<file path="config.mk">
export PLATFORM = sky130hd
export DESIGN_NAME = servant_wdt
export DESIGN_NICKNAME = d
export VERILOG_FILES = /design/src/rtl/servant_wdt.sv
export SDC_FILE = /design/constraint.sdc
export NUM_CORES = 1
export LEC_CHECK = 0
export BUFFER_PORTS_ARGS = -buffer_cell sky130_fd_sc_hd__clkbuf_2
export CAP_MARGIN = 25
export CORE_MARGIN = 10
export CORE_UTILIZATION = 55
export DETAILED_ROUTE_END_ITERATION = 7
export PLACE_DENSITY = 0.79
export SYNTH_ARGS = -nofsm -noshare
export SYNTH_HDL_FRONTEND = slang
export SYNTH_SLANG_ARGS = --single-unit
</file>
<file path="constraint.sdc">
create_clock -name i_wb_clk -period 2.5 [get_ports i_wb_clk]
set_input_delay 0.125 -clock i_wb_clk [delete_from_list [all_inputs] [get_ports i_wb_clk]]
set_output_delay 0.125 -clock i_wb_clk [all_outputs]
set_load 0.005 [all_outputs]
</file>
<file path="src/rtl/servant_wdt.sv">
// Watchdog + SoC reset sequencer; SERVANT_WDT_LOCK_EN makes EN sticky once armed.
// Bus: 1-cycle registered ack, at most one ack per 2 cycles, never stalls; HOLD accesses are acked without effect.
module servant_wdt #(
    parameter int RST_CYCLES = 16,
    parameter int TIMEOUT_W  = 24
) (
    input  logic        i_wb_clk,
    input  logic        i_wb_rst,
    input  logic        i_wb_cyc,
    input  logic        i_wb_we,
    input  logic        i_wb_adr,
    input  logic [31:0] i_wb_dat,
    output logic [31:0] o_wb_rdt,
    output logic        o_wb_ack,
    output logic        o_soc_rst,
    output logic        o_wdt_fired
);

    localparam int HOLD_W = (RST_CYCLES > 1) ? $clog2(RST_CYCLES) : 1;
    localparam logic [HOLD_W-1:0] HOLD_INIT = HOLD_W'(RST_CYCLES - 1);

    typedef enum logic {
        HOLD = 1'b0,
        RUN  = 1'b1
    } state_t;

    state_t               state_q, state_d;
    logic [HOLD_W-1:0]    hold_q, hold_d;
    logic                 en_q, en_d;
    logic                 cause_q, cause_d;
    logic                 ack_q, ack_d;
    logic                 fired_q, fired_d;
    logic [TIMEOUT_W-1:0] reload_q, reload_d;
    logic [TIMEOUT_W-1:0] count_q, count_d;
    logic [31:0]          rdt_q, rdt_d;

    logic        acc;
    logic        wr_ctrl;
    logic        kick;
    logic        ctrl_en;
    logic [31:0] rd_val;
    logic        unused_dat;

    assign acc     = i_wb_cyc & ~ack_q;
    assign wr_ctrl = acc & i_wb_we & ~i_wb_adr & (state_q == RUN);
    assign kick    = acc & i_wb_we &  i_wb_adr & (state_q == RUN);

`ifdef SERVANT_WDT_LOCK_EN
    assign ctrl_en = en_q | i_wb_dat[0];
`else
    assign ctrl_en = i_wb_dat[0];
`endif

    assign unused_dat = ^i_wb_dat;

    always_comb begin
        rd_val = '0;
        if (i_wb_adr) begin
            rd_val = 32'(count_q);
        end else begin
            rd_val[0] = en_q;
            rd_val[8] = cause_q;
        end
    end

    always_comb begin
        state_d  = state_q;
        hold_d   = hold_q;
        en_d     = en_q;
        cause_d  = cause_q;
        reload_d = reload_q;
        count_d  = count_q;
        fired_d  = 1'b0;
        ack_d    = acc;
        rdt_d    = acc ? rd_val : '0;

        case (state_q)
            HOLD: begin
                if (hold_q == '0) begin
                    state_d = RUN;
                end else begin
                    hold_d = hold_q - 1'b1;
                end
            end
            RUN: begin
                // Firing wins over any CTRL write; only a kick can rescue a zero count.
                if (en_q && (count_q == '0) && !kick) begin
                    state_d = HOLD;
                    hold_d  = HOLD_INIT;
                    en_d    = 1'b0;
                    cause_d = 1'b1;
                    fired_d = 1'b1;
                end else begin
                    if (kick) begin
                        reload_d = i_wb_dat[TIMEOUT_W-1:0];
                        count_d  = i_wb_dat[TIMEOUT_W-1:0];
                    end else if (wr_ctrl && !en_q && i_wb_dat[0]) begin
                        count_d = reload_q;
                    end else if (en_q) begin
                        count_d = count_q - 1'b1;
                    end
                    if (wr_ctrl) begin
                        en_d = ctrl_en;
                    end
                end
            end
            default: begin
                state_d = HOLD;
            end
        endcase
    end

    always_ff @(posedge i_wb_clk) begin
        if (i_wb_rst) begin
            state_q  <= HOLD;
            hold_q   <= HOLD_INIT;
            en_q     <= 1'b0;
            cause_q  <= 1'b0;
            reload_q <= '1;
            count_q  <= '1;
            ack_q    <= 1'b0;
            rdt_q    <= '0;
            fired_q  <= 1'b0;
        end else begin
            state_q  <= state_d;
            hold_q   <= hold_d;
            en_q     <= en_d;
            cause_q  <= cause_d;
            reload_q <= reload_d;
            count_q  <= count_d;
            ack_q    <= ack_d;
            rdt_q    <= rdt_d;
            fired_q  <= fired_d;
        end
    end

    assign o_soc_rst   = (state_q == HOLD);
    assign o_wdt_fired = fired_q;
    assign o_wb_ack    = ack_q;
    assign o_wb_rdt    = rdt_q;

endmodule

</file>
==> results of run 1 <==
## through the flow
step	utilization, %	power (µW)	cell area, µm²
floorplan	-	1430	3840
global placement	62.0	1480	4190
detailed placement	62.0	1480	4190
CTS	66.6	2500	4500
global route	66.7	2580	4510
finish	66.8	2490	4510
## registers in the layout, summed over array words and instances, names as in the netlist
register	flops
o_wb_ack	1
reload_q	24
o_wdt_fired	1
cause_q	1
hold_q	4
o_wb_rdt	24
en_q	1
state_q	1
count_q	24
## routing by layer
layer | vias up | part of all wire, %
li1 | 1780 | -
met4 | 0 | 2.0
met3 | 25 | 6.3
met5 | - | 0
met2 | 143 | 49
met1 | 1720 | 43
## synth_stat cells (2+ instances only)
master	n
a2111oi_0	2
a211o_1	2
a211oi_1	3
a21oi_1	31
a221o_1	6
a22oi_1	2
a2bb2oi_1	2
a31oi_1	7
and2_1	2
and3_1	23
buf_2	2
buf_4	9
buf_6	3
clkbuf_1	27
dfxtp_1	81
ha_1	3
inv_1	9
mux2i_1	2
nand2_1	72
nand2b_1	2
nand3_1	6
nand3b_1	10
nand4_1	6
nand4b_1	2
nor2_1	24
nor2b_1	2
nor3_1	20
nor3b_1	3
nor4_1	10
o211ai_1	5
o21a_1	3
o21ai_0	21
o21ai_1	2
o21bai_1	4
o31ai_1	2
o32a_1	6
o41ai_1	2
or3_1	7
or3b_2	2
or4_1	4
xnor2_1	5
xor2_1	5
## what timing repair did
item,CTS,global route
endpoints found under the hold margin,10,0
hold buffers,10,0
endpoints found under the setup margin,0,2
setup buffers,0,0
resized for setup,0,1
## critical path, cell delays in order, from the launching register on
cell	delay, ns
dfxtp_1	0.37
or4_1	0.59
a2111o_1	0.46
o311a_4	0.48
a221o_1	0.37
## layout make-up
cell class / count / area share, %
antenna: 2 / 0.111
clock buffer: 13 / 3.74
clock inverter: 3 / 1.03
inverter: 9 / 0.748
multi-input combinational: 335 / 43.8
sequential: 81 / 35.9
tap: 80 / 2.22
timing repair buffer: 90 / 12.5
## where the power goes
| part | switching, µW | internal, µW |
|---|---|---|
| Combinational | 80.7 | 67.2 |
| Clock | 472 | 548 |
| Sequential | 8.01 | 1310 |
## kinds of logic (layout without fill, tap and decap cells)
| group | Yosys count | count (layout) | synth area share [%] |
|---|---|---|---|
| AND/OR/NAND/NOR | 200 | 200 | 26.9 |
| AO/OA/AOI/OAI | 111 | 111 | 19.8 |
| flip-flops | 81 | 81 | 42.5 |
| buffers and inverters | 51 | 115 | 6.56 |
| XOR/XNOR | 10 | 10 | 2.30 |
| adder cells (fa/ha/maj) | 3 | 3 | 0.984 |
| multiplexers | 3 | 3 | 0.820 |
| other | 1 | 10 | 0.0983 |
## worst max-delay path by stage
stage	start	to	slack [ns]	cells past startpoint
4_1_cts	count_q[21]$_SDFFE_PP1P_	count_q[2]$_SDFFE_PP1P_	0.08	6
2_1_floorplan	count_q[12]$_SDFFE_PP1P_	count_q[20]$_SDFFE_PP1P_	0.23	6
3_5_place_dp	count_q[21]$_SDFFE_PP1P_	count_q[2]$_SDFFE_PP1P_	0.11	6
6_report	count_q[21]$_SDFFE_PP1P_	count_q[14]$_SDFFE_PP1P_	0.11	4
5_1_grt	count_q[21]$_SDFFE_PP1P_	count_q[20]$_SDFFE_PP1P_	0.02	4
3_3_place_gp	count_q[21]$_SDFFE_PP1P_	count_q[2]$_SDFFE_PP1P_	0.20	6
==> run summary, run 1 <==
# fillers = 551
Register area share after synthesis = 42.5%
Largest net degree at the start of global routing = 60
Hold Crit Class = primary input to register
Placed wire-length estimate = 7060 µm
Top post-synthesis cells by area = dfxtp_1, nand2_1, a21oi_1
Worst Path Max Fanout = 34
Met1 Usage GRT = 24.0%
Detailed Route WL = 10300 µm
H-tree depth = 3
Io pins = 72
FFs w/ async S/R, synth = 0%
RR Endpoint = count_q[14]$_SDFFE_PP1P_
CTS max path bufs = 2
Fin. max-slew vios = 0
Fin worst setup slack = 0.105 ns
Syn. warnings = 0
Placed insts = 585
R2R Setup Slk = 0.11 ns
Count of input and output buffers = 55
Synthesized area per cell = 8.29 µm²
Die Ht = 103 µm
CP Launch Type = register
PD cells = 551 nW/µm²
#FFs+latches synth = 81
CTS root buf = clkbuf_8
Hold Worst Slack = 0.00424 ns
VDD IR max = 0.000412 V
Busiest layer in global routing = met2
Slew headroom = 52.6%
Multi-input gate area = 1980 µm²
ANT nets after route = 0
Global-route wire length before repair = 17300 µm
Area grow syn2layout = 18.4%
Post-synth EDFFs = 0
Total Nets Final = 566
Worst hold path startpoint = i_wb_dat[18]
Worst-case reg-to-reg path depth = 4
CP Data Arrival Time = 2.64 ns
Measured slew at the worst slew-check pin = 0.711 ns
Worst skew pair latency = 0.35 ns
CTS tree = built
Routability-driven placement congestion ratio = 0.903
WS Path Type = register to register
Initial Util = 56.4%
Final setup violation count = 0
Area of the core = 6760 µm²
Inserted Clock Buffers = 9
Mapped Area = 3810 µm²
Final Cycle Share = 95.8%
Vias in the first global route = 3625
CTS clock-pin slew for the worst setup and hold paths = 0.08 ns
Total negative setup slack = 0 ns
Worst hold stages = 3
Most frequent cells in the layout = dfxtp_1, nand2_1, clkbuf_2
All-Layer GR Usage = 20.1%
Final hold vios = 0
DR DRC count = 0
Number of distinct library cells after synthesis = 61
Finished Layout Cells = 613
Register area = 1620 µm²
R2R Path Start = count_q[21]$_SDFFE_PP1P_
Wire per inst = 16.9 µm
RSZ-0062 raised after global routing = no
DR pass1 iterations = 5
Cells after synthesis = 460
Die area = 10700 µm²
Worst Hold End = reload_q[18]$_SDFFE_PP1P_
Initial antenna violation count = 0
Commonest non-fill, non-tap cell in the layout = dfxtp_1
Share of layout cells above drive strength 1 = 19.6%
Synth top area share = 42.5%
Max-cap violation count = 0
Via/cell ratio = 5.98
Overflow after GRT = 0
CP Capture Type = register
Met3 Usage GRT = 5.38%
Number of cell rows = 30
Status = completed
Main synth FF type = dfxtp_1
Fmax = 0.418 GHz
Initial DRC count = 285
Setup Skew = 0.00799 ns
Die X = 103 µm
Routed via count = 3668
P_leak = 0.00200 µW
Data required time of the critical path = 2.75 ns
Num Clock Sinks = 81
Crit path time final = 2.39 ns
Grt met2 use = 33.5%
Pre-CTS WS = 0.111 ns
Cell taking the most area after synthesis = dfxtp_1
(Power assumes the default switching activity.)
==> run 2, diff against run 1 <==
--- a/config.mk
+++ b/config.mk
@@ -10,6 +10,7 @@
 export CORE_MARGIN = 10
 export CORE_UTILIZATION = 55
 export DETAILED_ROUTE_END_ITERATION = 7
+export GPL_TIMING_DRIVEN = 0
 export PLACE_DENSITY = 0.79
 export SYNTH_ARGS = -nofsm -noshare
 export SYNTH_HDL_FRONTEND = slang
==> run 2 against run 1 <==
Against the previous run:
- sequential share of layout area is 0.49 points lower
- count of clock-buffer cells in the layout is 3 lower
- utilization is 0.93 points higher
- first-iteration DRC count is 44% higher
- clock power is 13% lower
- critical path depth is 2 higher
- clock skew is 0.0037 ns higher
- total power is 4.4% lower
- register-to-register slack hardly changed
- largest cell class unchanged
==> run summary, run 2 (synthesis gave the netlist of run 1 again) <==
Status = completed
Initial antenna violation count = 0 (unchanged)
Die X = 103 µm (unchanged)
Initial DRC count = 411 (+44%)
Max-cap violation count = 0 (unchanged)
Total Nets Final = 586 (+3.5%)
RR Endpoint = count_q[21]$_SDFFE_PP1P_
Final Cycle Share = 96.0% (+0.24 points)
CTS max path bufs = 2 (unchanged)
Measured slew at the worst slew-check pin = 0.855 ns (+0.144 ns)
All-Layer GR Usage = 21.7% (+1.6 points)
Area of the core = 6760 µm² (unchanged)
Register area = 1620 µm² (unchanged)
Io pins = 72 (unchanged)
Slew headroom = 42.5% (-10 points)
Worst-case reg-to-reg path depth = 6 (+2)
Final hold vios = 0 (unchanged)
Cell Area, Placed = 4210 µm² (+0.57%)
CP Launch Type = register
Design Area, Final = 4580 µm² (+1.4%)
R2R Path Start = count_q[2]$_SDFFE_PP1P_
Detailed Route WL = 11400 µm (+11%)
Share of layout cells above drive strength 1 = 18.9% (-0.71 points)
Placed wire-length estimate = 8190 µm (+16%)
Setup Skew = 0.0117 ns (+0.00369 ns)
DR DRC count = 0 (unchanged)
Worst skew pair latency = 0.36 ns (about the same)
Largest net degree at the start of global routing = 16 (-73%)
Vias in the first global route = 3697 (+2.0%)
Finished Layout Cells = 631 (+2.9%)
Most frequent cells in the layout = dfxtp_1, nand2_1, clkbuf_2
Count of input and output buffers = 54 (-1.8%)
Crit path time final = 2.40 ns (+0.00590 ns)
Routed via count = 3820 (+4.1%)
Die Ht = 103 µm (unchanged)
PD cells = 519 nW/µm² (-5.7%)
CTS tree = built
Fmax = 0.417 GHz (-0.25%)
DR pass1 iterations = 6 (+1)
Multi-input gate area = 2010 µm² (+1.8%)
Global-route wire length before repair = 18200 µm (+5.3%)
Inserted Clock Buffers = 9 (unchanged)
VDD IR max = 0.000419 V (+1.7%)
CP Capture Type = register
P_leak = 0.00202 µW (+0.94%)
# fillers = 556 (+0.91%)
Total power = 2380 µW (-4.4%)
Num Clock Sinks = 81 (unchanged)
Via/cell ratio = 6.05 (+1.2%)
Final setup violation count = 0 (unchanged)
Placed insts = 601 (+2.7%)
R2R Setup Slk = 0.1 ns (about the same)
Routability-driven placement congestion ratio = 0.951 (+5.3%)
CTS root buf = clkbuf_8
Critical Path Sink = count_q[21]$_SDFFE_PP1P_
Wire per inst = 18.1 µm (+7.4%)
Die area = 10700 µm² (unchanged)
Area grow syn2layout = 20.0%
Commonest non-fill, non-tap cell in the layout = dfxtp_1
CP Launch Point = count_q[2]$_SDFFE_PP1P_
Overflow after GRT = 0 (unchanged)
Total negative setup slack = 0 ns (unchanged)
Worst Path Max Fanout = 9 (-74%)
Initial Util = 56.4% (unchanged)
WS Path Type = register to register
CP Data Arrival Time = 2.65 ns (about the same)
H-tree depth = 3 (unchanged)
# diodes = 0 (-2)
Fin. max-slew vios = 0 (unchanged)
Hold Crit Class = primary input to register
Data required time of the critical path = 2.75 ns (about the same)
Number of cell rows = 30 (unchanged)
ANT nets after route = 0 (unchanged)
CTS clock-pin slew for the worst setup and hold paths = 0.09 ns (about the same)
## run 2: cell types whose count changed in the layout (fill, tap and decap cells not counted), moves of 2 or more
cell,previous run,this run
clkbuf_1,1,22
buf_4,25,10
clkbuf_2,55,59
buf_2,0,3
buf_6,0,3
clkbuf_8,12,9
dlygate4sd3_1,10,13
nor4_1,10,7
clkinv_4,0,2
diode_2,2,0
nor4_2,0,2
## run 2: per-layer routing
layer / share of wire, % / GRT usage (%) / up-vias
met2: 49 / 35.9 / 193
met5: 0 / 0 / -
met3: 8.4 / 4.39 / 20
met4: 1.4 / 8.77 / 0
li1: - / - / 1828
met1: 41 / 27.1 / 1779
## run 2: area by class of cell
type	instances	share of cell area [%]
clock buffers	10	2.79
plain buffers	42	4.89
flip-flops and latches	81	35.4
clock inverters	6	1.09
inverters	9	0.738
multi-input cells	335	44.0
repair buffers	68	8.91
well taps	80	2.19
## run 2: power by group
group / internal (µW) / switching, µW / leakage, µW / total (µW)
sequential: 1310 / 7.73 / 0.000659 / 1320
clock: 371 / 515 / 0.0000835 / 886
combinational: 78.4 / 94.4 / 0.00127 / 173
## run 2: how the worst min path moves through the flow
stage / endpoint / depth (start not counted) / slack [ns] / from
floorplan: reload_q[5]$_SDFFE_PP1P_ / 2 / 0.25 / i_wb_dat[5]
global route: reload_q[20]$_SDFFE_PP1P_ / 3 / 0.02 / i_wb_dat[20]
detailed placement: reload_q[6]$_SDFFE_PP1P_ / 3 / 0.35 / i_wb_dat[6]
finish: reload_q[7]$_SDFFE_PP1P_ / 3 / 0.02 / i_wb_dat[7]
CTS: reload_q[3]$_SDFFE_PP1P_ / 3 / 0.001 / i_wb_dat[3]
global placement: reload_q[18]$_SDFFE_PP1P_ / 3 / 0.35 / i_wb_dat[18]
## run 2: through the flow
step / setup slack, ns / util (%) / hold slack [ns]
detailed placement: -0.163 / 62.3 / 0.354
global route: -0.0100 / 67.7 / 0.0237
global placement: -0.0793 / 62.3 / 0.353
finish: 0.0995 / 67.7 / 0.0166
CTS: 0.0334 / 67.3 / 0.00127
floorplan: 0.233 / - / 0.245
## run 2: worst max-delay path, cell delays in order (launching register included)
cell	delay, ns
dfxtp_1	0.30
clkbuf_1	0.20
nor4_2	0.52
nand4b_1	0.41
or4_1	0.58
a31oi_1	0.18
o211ai_1	0.10
## run 2: timing repair
| item | 4_1_cts | 5_1_grt |
|---|---|---|
| setup endpoints to repair | 35 | 31 |
| endpoints found under the hold margin | 13 | 0 |
| gates resized for setup | 6 | 12 |
| pin swaps | 0 | 1 |
| setup buffers | 0 | 1 |
| hold buffers | 13 | 0 |
==> run 3, diff against run 2 <==
--- a/config.mk
+++ b/config.mk
@@ -11,6 +11,7 @@
 export CORE_UTILIZATION = 55
 export DETAILED_ROUTE_END_ITERATION = 7
 export GPL_TIMING_DRIVEN = 0
+export MAX_ROUTING_LAYER = met4
 export PLACE_DENSITY = 0.79
 export SYNTH_ARGS = -nofsm -noshare
 export SYNTH_HDL_FRONTEND = slang
==> run 3 against run 2 <==
Against the previous run:
- the run now ends with design-rule violations, negative hold slack left
- highest routed layer unchanged
- die area is the same
- critical path type unchanged
- utilization is essentially flat
- critical endpoint is now count_q[7]$_SDFFE_PP1P_
- largest cell class unchanged
- sequential power is essentially flat
==> run summary, run 3 (synthesis gave the netlist of run 1 again) <==
Inserted Clock Buffers = 9 (unchanged)
Data required time of the critical path = 2.73 ns (-0.02 ns)
Total power = 2530 µW (+6.5%)
Setup Skew = 0.00708 ns (-0.00459 ns)
Area of the core = 6760 µm² (unchanged)
Num Clock Sinks = 81 (unchanged)
Fin worst setup slack = 0.0876 ns (-0.0119 ns)
Detailed Route WL = 11600 µm (+1.5%)
Pre-CTS WS = -0.131 ns (+0.0326 ns)
Util after Layout = 67.7% (about the same)
Worst Path Max Fanout = 10 (+1)
Fmax = 0.415 GHz (-0.49%)
Die Ht = 103 µm (unchanged)
Hold Worst Slack = -0.00387 ns (-0.0204 ns)
Worst skew pair latency = 0.36 ns (about the same)
Io pins = 72 (unchanged)
Wire per inst = 18.5 µm (+2.0%)
Routability-driven placement congestion ratio = 0.984 (+3.4%)
ANT nets after route = 0 (unchanged)
Total Nets Final = 583 (-0.51%)
Failing checks = design-rule violations, negative hold slack
CP bufs+invs = 2 (+1)
CTS root buf = clkbuf_8
VDD IR max = 0.000348 V (-17%)
Share of layout cells above drive strength 1 = 19.3% (+0.47 points)
Most frequent cells in the layout = dfxtp_1, nand2_1, clkbuf_2
Global-route wire length before repair = 18300 µm (+0.42%)
# diodes = 0 (unchanged)
Crit-path leading delay family = simple AND/OR/NAND/NOR gates
CTS tree = built
Initial DRC count = 427 (+3.9%)
Die area = 10700 µm² (unchanged)
Final hold vios = 1 (+1)
DR DRC count = 1 (+1)
Die X = 103 µm (unchanged)
Worst-path cell chain = buf_6, or4_4, or3_4, o311a_4, clkbuf_2, nor3_1, a21oi_1
CP Data Arrival Time = 2.65 ns (about the same)
Initial Util = 56.4% (unchanged)
Final setup violation count = 0 (unchanged)
Fin. max-slew vios = 0 (unchanged)
CTS clock-pin slew for the worst setup and hold paths = 0.08 ns (about the same)
CTS max path bufs = 2 (unchanged)
Commonest non-fill, non-tap cell in the layout = dfxtp_1
Area grow syn2layout = 20.0% (about the same)
Via/cell ratio = 6.09 (+0.66%)
All-Layer GR Usage = 22.4% (+0.60 points)
Max-cap violation count = 0 (unchanged)
Vias in the first global route = 3581 (-3.1%)
PD cells = 553 nW/µm² (+6.6%)
Status = finished with violations
DR pass1 iterations = 7 (+1)
Final Cycle Share = 96.5% (+0.48 points)
Slew headroom = 40.3% (-2.3 points)
Total negative setup slack = 0 ns (unchanged)
RSZ-0062 raised after global routing = no
Hold Crit Class = primary input to register
Measured slew at the worst slew-check pin = 0.889 ns (+0.0338 ns)
Count of input and output buffers = 54 (unchanged)
Routed via count = 3827 (+0.18%)
H-tree depth = 3 (unchanged)
Placed wire-length estimate = 8110 µm (-0.91%)
Number of cell rows = 30 (unchanged)
Overflow after GRT = 0 (unchanged)
P_leak = 0.00203 µW (+0.44%)
CP max stage cell = or4_4
Critical Path Max Stage Delay = 0.53 ns (-0.05 ns)
Initial antenna violation count = 0 (unchanged)
Largest net degree at the start of global routing = 14 (-2)
CP Launch Type = register
CP Capture Type = register
WS Path Type = register to register
Crit path time final = 2.41 ns (+0.0119 ns)
==> run 3: cell types whose count changed in the layout (fill, tap and decap cells not counted), sizes merged <==
cell         before  now
dlygate4sd3      13    6
buf              17   20
bufinv            0    2
clkbuf           90   92
inv              11    9
clkinv            2    1
==> run 3: final timing paths <==
| path | start | end | slack (ns) | depth (start not counted) |
|---|---|---|---|---|
| setup / recovery | count_q[12]$_SDFFE_PP1P_ | count_q[7]$_SDFFE_PP1P_ | 0.09 | 7 |
| hold / removal | i_wb_dat[23] | reload_q[23]$_SDFFE_PP1P_ | -0.004 | 3 |
| setup reg to reg | count_q[12]$_SDFFE_PP1P_ | count_q[7]$_SDFFE_PP1P_ | 0.09 | 7 |
| hold reg to reg | reload_q[9]$_SDFFE_PP1P_ | reload_q[9]$_SDFFE_PP1P_ | 0.44 | 2 |
==> run 3: per-stage QoR <==
stage               instances  area, µm²
floorplan                 467       3840
global placement          601       4210
detailed placement        601       4210
CTS                       623       4510
global route              628       4580
finish                    628       4580
==> run 3: final cells by class <==
class	count	area [µm²]
Clock inverter	5	80.1
Inverter	9	33.8
Multi-Input combinational cell	335	2000
Tap cell	80	100
Timing Repair Buffer	65	380
Clock buffer	11	131
Buffer	42	224
Sequential cell	81	1620
Fill cell	584	2180
==> run 3: worst reg2reg max path: stages, from the launching register on <==
cell and delay (ns):
dfxtp_1 0.31, buf_6 0.13, or4_4 0.53, or3_4 0.41
o311a_4 0.42, clkbuf_2 0.23, nor3_1 0.18, a21oi_1 0.07
==> run 3: per-layer routing <==
layer  track usage (%)  vias up  part of all wire, %
li1                  -     1819                    -
met1              27.6     1780                   42
met2              36.1      199                   47
met3              4.19       29                  8.7
met4              7.38        0                  2.4
met5                 -        -                    0
==> run 3: what timing repair did <==
item,4_1_cts,5_1_grt
endpoints found under the hold margin,6,0
hold buffers,6,0
resized for setup,6,10
pin swaps,0,2
endpoints found under the setup margin,32,34
setup buffers,0,5
==> run 3: power breakdown <==
part | internal (µW) | total (µW) | switching [µW]
clock | 561 | 1050 | 488
combinational | 71.3 | 165 | 93.2
sequential | 1310 | 1320 | 7.98
total | 1940 | 2530 | 589
